$ cat src/rtl/branch_ctrl.sv
// branch_ctrl: resolves one branch or jump at a time from the D stage.
// It waits for forwarded operands, drives an external comparator for
// conditional branches, and issues a one-cycle redirect with the target.
// It also keeps saturating counts of resolved and taken branches.
module branch_ctrl #(
    parameter int CNT_W = 16
) (
    input  logic             clk,
    input  logic             reset,
    input  logic             br_valid,
    input  logic [2:0]       br_type,
    input  logic             rs_ready,
    input  logic             rt_ready,
    input  logic [31:0]      rs_val,
    input  logic [31:0]      rt_val,
    input  logic [31:0]      pc_d,
    input  logic [15:0]      imm16,
    input  logic [25:0]      instr_index,
    output logic [7:0]       cmp_op,
    output logic [31:0]      cmp_in1,
    output logic [31:0]      cmp_in2,
    input  logic             cmp_out,
    output logic             stall_d,
    output logic             redirect,
    output logic [31:0]      redirect_pc,
    output logic [CNT_W-1:0] br_cnt,
    output logic [CNT_W-1:0] taken_cnt
);

    typedef enum logic [1:0] {IDLE, WAIT, EVAL, REDIR} state_t;

    localparam logic [CNT_W-1:0] CNT_ONE = 1;

    state_t      state;
    logic [2:0]  type_q;
    logic [31:0] pc_q;
    logic [31:0] rs_q;
    logic [31:0] rt_q;
    logic [15:0] imm_q;
    logic [25:0] idx_q;
    logic        taken;

    logic [2:0]  cur_type;
    logic        active;
    logic        ready;
    logic [31:0] pc_plus4;
    logic [31:0] br_target;
    logic [31:0] jump_target;

    // beq/bne read rs and rt, j/jal read nothing, everything else reads rs only.
    function automatic logic operands_ready(input logic [2:0] t,
                                            input logic rs_rdy,
                                            input logic rt_rdy);
        return ((t == 3'd6) || rs_rdy) && ((t > 3'd1) || rt_rdy);
    endfunction

    function automatic logic is_jump(input logic [2:0] t);
        return t >= 3'd6;
    endfunction

    // In IDLE the new instruction's type decides readiness; in WAIT the latched one.
    assign cur_type    = (state == IDLE) ? br_type : type_q;
    assign active      = ((state == IDLE) && br_valid) || (state == WAIT);
    assign ready       = operands_ready(cur_type, rs_ready, rt_ready);
    assign pc_plus4    = pc_q + 32'd4;
    assign br_target   = pc_plus4 + {{14{imm_q[15]}}, imm_q, 2'b00};
    assign jump_target = {pc_plus4[31:28], idx_q, 2'b00};

    // Branch FSM: capture the instruction, latch operands once final, resolve, count.
    always_ff @(posedge clk) begin
        // NOTE: every register here uses <= so all updates see pre-edge values,
        // regardless of statement order inside the block.
        if (reset) begin
            state     <= IDLE;
            type_q    <= '0;
            pc_q      <= '0;
            rs_q      <= '0;
            rt_q      <= '0;
            imm_q     <= '0;
            idx_q     <= '0;
            taken     <= 1'b0;
            br_cnt    <= '0;
            taken_cnt <= '0;
        end else begin
            case (state)
                IDLE, WAIT: begin
                    if ((state == IDLE) && br_valid) begin
                        type_q <= br_type;
                        pc_q   <= pc_d;
                        imm_q  <= imm16;
                        idx_q  <= instr_index;
                        taken  <= 1'b0;
                    end
                    if (active) begin
                        if (ready) begin
                            rs_q <= rs_val;
                            rt_q <= rt_val;
                            if (is_jump(cur_type)) begin
                                taken <= 1'b1;
                                state <= REDIR;
                            end else begin
                                state <= EVAL;
                            end
                        end else begin
                            state <= WAIT;
                        end
                    end
                end
                EVAL: begin
                    taken <= cmp_out;
                    state <= REDIR;
                end
                REDIR: begin
                    if (br_cnt != '1)
                        br_cnt <= br_cnt + CNT_ONE;
                    if (taken && (taken_cnt != '1))
                        taken_cnt <= taken_cnt + CNT_ONE;
                    state <= IDLE;
                end
                default: state <= IDLE;
            endcase
        end
    end

    // Outputs decoded from the registered state and latched fields.
    always_comb begin
        // NOTE: default every output first so no path through the case infers a latch.
        cmp_op      = '0;
        cmp_in1     = '0;
        cmp_in2     = '0;
        redirect    = 1'b0;
        redirect_pc = '0;
        stall_d     = 1'b0;
        case (state)
            IDLE: stall_d = br_valid;
            WAIT: stall_d = 1'b1;
            EVAL: begin
                stall_d = 1'b1;
                cmp_op  = {5'd0, type_q} + 8'd1;
                cmp_in1 = rs_q;
                cmp_in2 = (type_q <= 3'd1) ? rt_q : 32'h0;
            end
            REDIR: begin
                redirect = taken;
                if (taken) begin
                    case (type_q)
                        3'd6:    redirect_pc = jump_target;
                        3'd7:    redirect_pc = rs_q;
                        default: redirect_pc = br_target;
                    endcase
                end
            end
            default: ;
        endcase
    end

endmodule

$ cat config.mk
export PLATFORM = sky130hd
export DESIGN_NAME = branch_ctrl
export DESIGN_NICKNAME = d
export VERILOG_FILES = /design/src/rtl/branch_ctrl.sv
export SDC_FILE = /design/constraint.sdc
export NUM_CORES = 1
export LEC_CHECK = 0
export ABC_AREA = 0
export ABC_CLOCK_PERIOD_IN_PS = 3400
export CORE_AREA = 2 2 151 153
export CTS_BUF_LIST = sky130_fd_sc_hd__clkbuf_4
export DETAILED_ROUTE_END_ITERATION = 6
export DIE_AREA = 0 0 153 155
export GPL_TIMING_DRIVEN = 0
export PLACE_DENSITY = 0.79
export SETUP_SLACK_MARGIN = 0.3
export SLEW_MARGIN = 20
export SYNTH_ARGS = -nofsm -noshare
export SYNTH_HDL_FRONTEND = slang
export SYNTH_SLANG_ARGS = --single-unit
$ cat constraint.sdc
create_clock -name clk -period 3.4 [get_ports clk]
set_input_delay 0.68 -clock clk [delete_from_list [all_inputs] [get_ports clk]]
set_output_delay 0.68 -clock clk [all_outputs]
set_load 0.02 [all_outputs]
Yosys cells after proc, flatten, opt, wreduce, memory -nomap -nowiden
Index checks and enable logic that the tools add are counted.
{ "classes": {"bitwise_logic": 0, "n_lt_le_gt_ge": 3, "n_shift": 0, "muxes": 19, "add_sub_neg": 5, "reduce_logical": 14, "div_mod_pow": 0, "n_eq_ne": 9, "n_mul": 0} }
{ "op_table": {"columns": ["cell", "count"], "rows": [
  ["32-bit 2-to-1 mux", 5],
  ["32-bit case mux with 2 select lines", 1],
  ["16-bit by 1-bit adder with 16-bit output (second input constant)", 2],
  ["32-bit by 3-bit adder with 32-bit output (second input constant)", 1],
  ["32-bit adder", 1],
  ["16-bit inequality test (second input constant)", 2],
  ["3-bit equality test (second input constant)", 3],
  ["1-bit 2-to-1 mux", 6],
  ["2-bit case mux with 3 select lines", 1],
  ["2-bit AND reduction", 3],
  ["3-bit by 1-bit adder with 4-bit output (second input constant)", 1],
  ["2-bit equality test (second input constant)", 2],
  ["2-bit 2-to-1 mux", 2],
  ["4-bit 2-to-1 mux", 1],
  ["1-bit case mux with 2 select lines", 2],
  ["2-bit OR reduction", 2],
  ["3-bit >= comparator (second input constant)", 1],
  ["3-bit by 1-bit > comparator with 1-bit output (second input constant)", 1],
  ["3-bit by 1-bit less-or-equal comparator with 1-bit output (second input constant)", 1],
  ["1-bit logical AND", 3],
  ["1-bit logical OR", 3],
  ["3-bit 2-to-1 mux", 1],
  ["3-bit AND reduction", 1],
  ["2-bit by 1-bit equality test with 1-bit output (second input constant)", 1],
  ["other kinds (3)", 3]
]} }
{ "totals": {"wordCells": 60, "mem_count": 0, "input_bits": 147, "rom_bits": 0, "ram_bits": 0, "output_inout_bits": 138, "reg_bits": 176, "latch_bits": 0} }

Longest topological paths before layout
{ "logic_depth": {"ltp_word": 8, "ltp_mapped": 16, "depth_no_buf": 15} }

Least setup slack after synthesis
Ideal clock, no wire load.
{ "synth_timing": {"kind": "flip-flop to output port", "start": "reg pc_q[4]", "end": "out redirect_pc[21]", "path_stages_with_launch": 15, "path_slack_ps": -720, "n_path_buf": 0, "required_ps": 2720, "t_arrival_ps": 3440, "cell_sequence": "dfxtp_1 -> and4_1 -> and2_1 -> nand3_1 -> nor2_1 -> xor2_1 -> ha_1 -> a21o_1 -> nor2b_1 -> a211o_1 -> or3_1 -> a21oi_1 -> o21a_1 -> xor2_1 -> a211oi_1"} }
{ "synth_between": {"elab_chain_len": 5} }
{ "synth_lines": {"columns": ["element", "line", "source"], "rows": [
  ["start: declaration", "36", "logic [31:0] pc_q;"],
  ["start signal: assignment", "89", "pc_q <= pc_d;"],
  ["32-bit by 3-bit adder with 32-bit output", "65", "assign pc_plus4 = pc_q + 32'd4;"],
  ["32-bit adder", "66", "assign br_target = pc_plus4 + {{14{imm_q[15]}}, imm_q, 2'b00};"],
  ["32-bit case mux with 2 select lines", "146", "case (type_q)"],
  ["32-bit 2-to-1 mux", "145", "if (taken) begin"],
  ["32-bit 2-to-1 mux", "134", "case (state)"],
  ["end: declaration", "25", "output logic [31:0] redirect_pc,"]
]} }
Every way passes these cells.

Worst setup path after layout
{ "layout_timing": {"start": "reg pc_q[4]", "end": "out redirect_pc[24]"} }
Same word-level chain as after synthesis.

==> run_results.csv <==
group,metric,value,unit
grt,grt_max_degree,20,
yosys,syn_avg_cell_area,7.42,sq um
timing,layout_setup_ws,-1530,ps
timing,fin_worst_skew,29.2,ps
run_status,violations,"negative setup slack",
floorplanning,dieArea,23700,sq um
critical_path,path_cells,"and4_4 > and2_4 > and3_4 > nand4_1 > xnor2_2 > buf_4 > ha_4 > a21o_1 > a21o_1 > a21o_1 > a41oi_2 > nand3_2 > a21oi_4 > xor2_2 > a211oi_2 > buf_4",
cts,cts_tree,"yes",
hold_path,hp-class,"reg2reg",
critical_path,reg2reg_to,"rs_q[15]",
power_and_ir_drop,power,5.52,mW
critical_path,r2r_cells,11,
timing,holdWs,463,ps
placement,place_congestion,0.913,
route,vias,11121,
grt,grt-ovfl-total,0,
critical_path,worst-path-max-fanout,4,
layout,fin_util,66.6,%
floorplanning,num_io_pins,285,
run,drv_cap,0,
layout,drive_above_1_share,19.3,%
route,first_pass_iters,7,
timing,fin_crit_sh,145,%
route,drc_errors,0,
yosys,yosys.area.top_type,"dfxtp_1",
yosys,seq_area_frac_synth,35.8,%
timing,slew_headroom,45.7,%
yosys,synth_top_cell_area_share,35.8,%
route,ant_nets,0,
layout,multi_input_area,6890,sq um
timing,grt_setup_unrepaired,"true",
yosys,synth_top_flop_cell,"dfxtp_1",
timing,report.final.setup_viol,25,
cts,cts_buffers,17,
layout,fill_cells,1885,
floorplanning,die_w,153,um
yosys,synth_edf_count,0,
floorplanning,initial_utilization,44.3,%
timing,tightest_slew,813,ps
yosys,yosys-top-cells-area,"dfxtp_1 36%, nand2_1 13%, a21oi_1 9.7%",
critical_path,end_kind,"primary output",
route,wl_per_cell,19.5,um
run_status,outcome,"complete, but fails checks",
grt,antenna_found_initial,5,
yosys,synth_area,9850,sq um
cts,clk_latency,610,ps
yosys,synth_cell_types,59,
timing,fin_crit,4930,ps
timing,finalSetupTns,-26820,ps
cts,cts_max_level,4,
floorplanning,die_h,155,um
route,avgViaCountPerCell,5.57,
critical_path,crit_path_max_incr_delay,380,ps
floorplanning,rows,55,
yosys,synthArstFlopShare,0,%
critical_path,r2r-start,"state[0]",
layout,fin_cells,1995,
cts,clkSinkCount,176,
power_and_ir_drop,ir_worst_vdd,0.000224,V
hold_path,hold_depth,2,
critical_path,path_common_cell,"a21o_1",
timing,clock.fmax,0.203,GHz
yosys,synthTopCellsByCount,"340 x nand2_1, 191 x a21oi_1, 176 x dfxtp_1",
yosys,ys_ff_latch,176,
placement,hpwl,28.1,mm
timing,slew_violations,0,
layout,fin_nets,1888,
cts,clockBufferDepth,2,
floorplanning,core-area,22200,sq um
critical_path,cp.arrival,4250,ps
route,drt_iter0_drc,814,
critical_path,regToRegSetupSlack,610,ps
cts,cts_root_buffer,"clkbuf_4",
grt,grt_pass1_vias,10915,
critical_path,cp_slowest_cell,"dfxtp_4",
placement,numPortBuffers,279,
critical_path,start_kind,"flop",
critical_path,cp.required,2720,ps
grt,grt_usage,31.5,%
layout,seqCellArea,3570,sq um
critical_path,critPathKind,"reg2out",
hold_path,hold_end,"rt_q[15]",
timing,finalHoldViolCount,0,
placement,dp_cells,1895,
layout,area_growth,50.3,%
power_and_ir_drop,power_density,373,nW/um^2
cts,clk_pin_slew_worst_paths,170,ps
yosys,synth_cells,1328,
grt,grt_pass1_wl,58.9,mm
yosys,yosysMostFrequentCell,"nand2_1",
route,wl,38.9,mm
hold_path,hp-start,"rt_q[15]",
power_and_ir_drop,p_leak,6.08,nW
yosys,synth-warning-count,0,
[logic make-up (layout without fill, tap and decap cells)]
logic type | count (synthesis) | in the layout | share of synthesized area (%)
XOR/XNOR | 79 | 79 | 7.02
flip-flops | 176 | 176 | 35.8
buffers and inverters | 104 | 481 | 4.15
adder cells (fa/ha/maj) | 46 | 46 | 5.92
multiplexers | 5 | 5 | 0.508
other | 1 | 6 | 0.0381
AND/OR/NAND/NOR | 604 | 604 | 27.3
AO/OA/AOI/OAI | 313 | 313 | 19.2
[routing by layer]
layer,vias up,wire length [um],track usage [%]
met1,5181,14500,35.5
met4,4,2040,14.6
li1,5245,-,-
met3,144,3810,9.97
met5,-,27,0
met2,547,18500,54.4
[layout make-up]
| class | instances | share of cell area (%) |
|---|---|---|
| Tap cell | 285 | 2.41 |
| Antenna cell | 2 | 0.0338 |
| Timing Repair Buffer | 345 | 21.3 |
| Clock buffer | 17 | 0.862 |
| Buffer | 86 | 2.90 |
| Clock inverter | 15 | 1.33 |
| Multi-Input combinational cell | 1051 | 46.6 |
| Inverter | 18 | 0.490 |
| Sequential cell | 176 | 24.1 |
[worst max-delay path: cells and delay by family, from the launching register on]
family / cells / cell delay, ps
AO/OA/AOI/OAI: 6 / 1380
XOR/XNOR: 2 / 360
adder cells (fa/ha/maj): 1 / 210
buffers and inverters: 2 / 370
flip-flops: 1 / 380
AND/OR/NAND/NOR: 5 / 940
[placed cells by master (no fill, tap or decap), types with 6 or more instances in the layout]
cell type        instances
xnor2_1                 28
xnor2_2                 13
o21ai_0                 11
inv_1                   14
ha_4                    11
and2_1                  71
o21a_1                   6
nor3_1                   6
dfxtp_1                160
a21oi_2                 11
a21oi_1                176
and3_1                  14
clkbuf_4                26
nand3_1                 18
clkbuf_1                42
dfxtp_4                 11
a22oi_1                 14
a21o_1                  17
clkdlybuf4s15_1         10
clkbuf_2                30
clkdlybuf4s50_1        181
dlygate4sd2_1           35
xor2_1                  30
clkinv_8                 6
nand4_1                 18
ha_1                    30
buf_6                   16
a221oi_1                14
nor2_1                  83
a211oi_2                12
buf_4                   83
buf_1                   12
nand2_1                335
[where the power goes]
| part | switching [mW] | internal (mW) |
|---|---|---|
| Clock | 0.892 | 0.414 |
| Sequential | 0.181 | 2.25 |
| Combinational | 1.01 | 0.767 |
[sequential cells by signal, summed over array words and instances, names as in the netlist]
name and flops:
rt_q 32, imm_q 16, pc_q 32, taken_cnt 16, br_cnt 16, state 2
idx_q 26, type_q 3, rs_q 32, taken 1
[repair_timing]
action,in CTS,in global routing
gates resized for setup,367,113
hold endpoints to repair,0,0
endpoints found under the setup margin,102,64
pin swaps,78,64
hold buffers,0,0
setup buffers,51,15
[through the flow]
stage / area [sq um] / worst slack (ps)
after floorplan: 10100 / -351
after detailed placement: 13200 / -1390
after global placement: 13200 / -1420
after CTS: 14400 / -1270
after global routing: 14800 / -1620
final: 14800 / -1530
[worst max-delay path by stage]
stage                           end  cells past startpoint  startpoint
floorplan           redirect_pc[21]                     14     pc_q[4]
global placement    redirect_pc[27]                     15     pc_q[4]
detailed placement  redirect_pc[31]                     15     pc_q[7]
CTS                 redirect_pc[31]                     16     pc_q[6]
global route        redirect_pc[24]                     16     pc_q[4]
finish              redirect_pc[24]                     16     pc_q[4]
(Power assumes the default switching activity.)
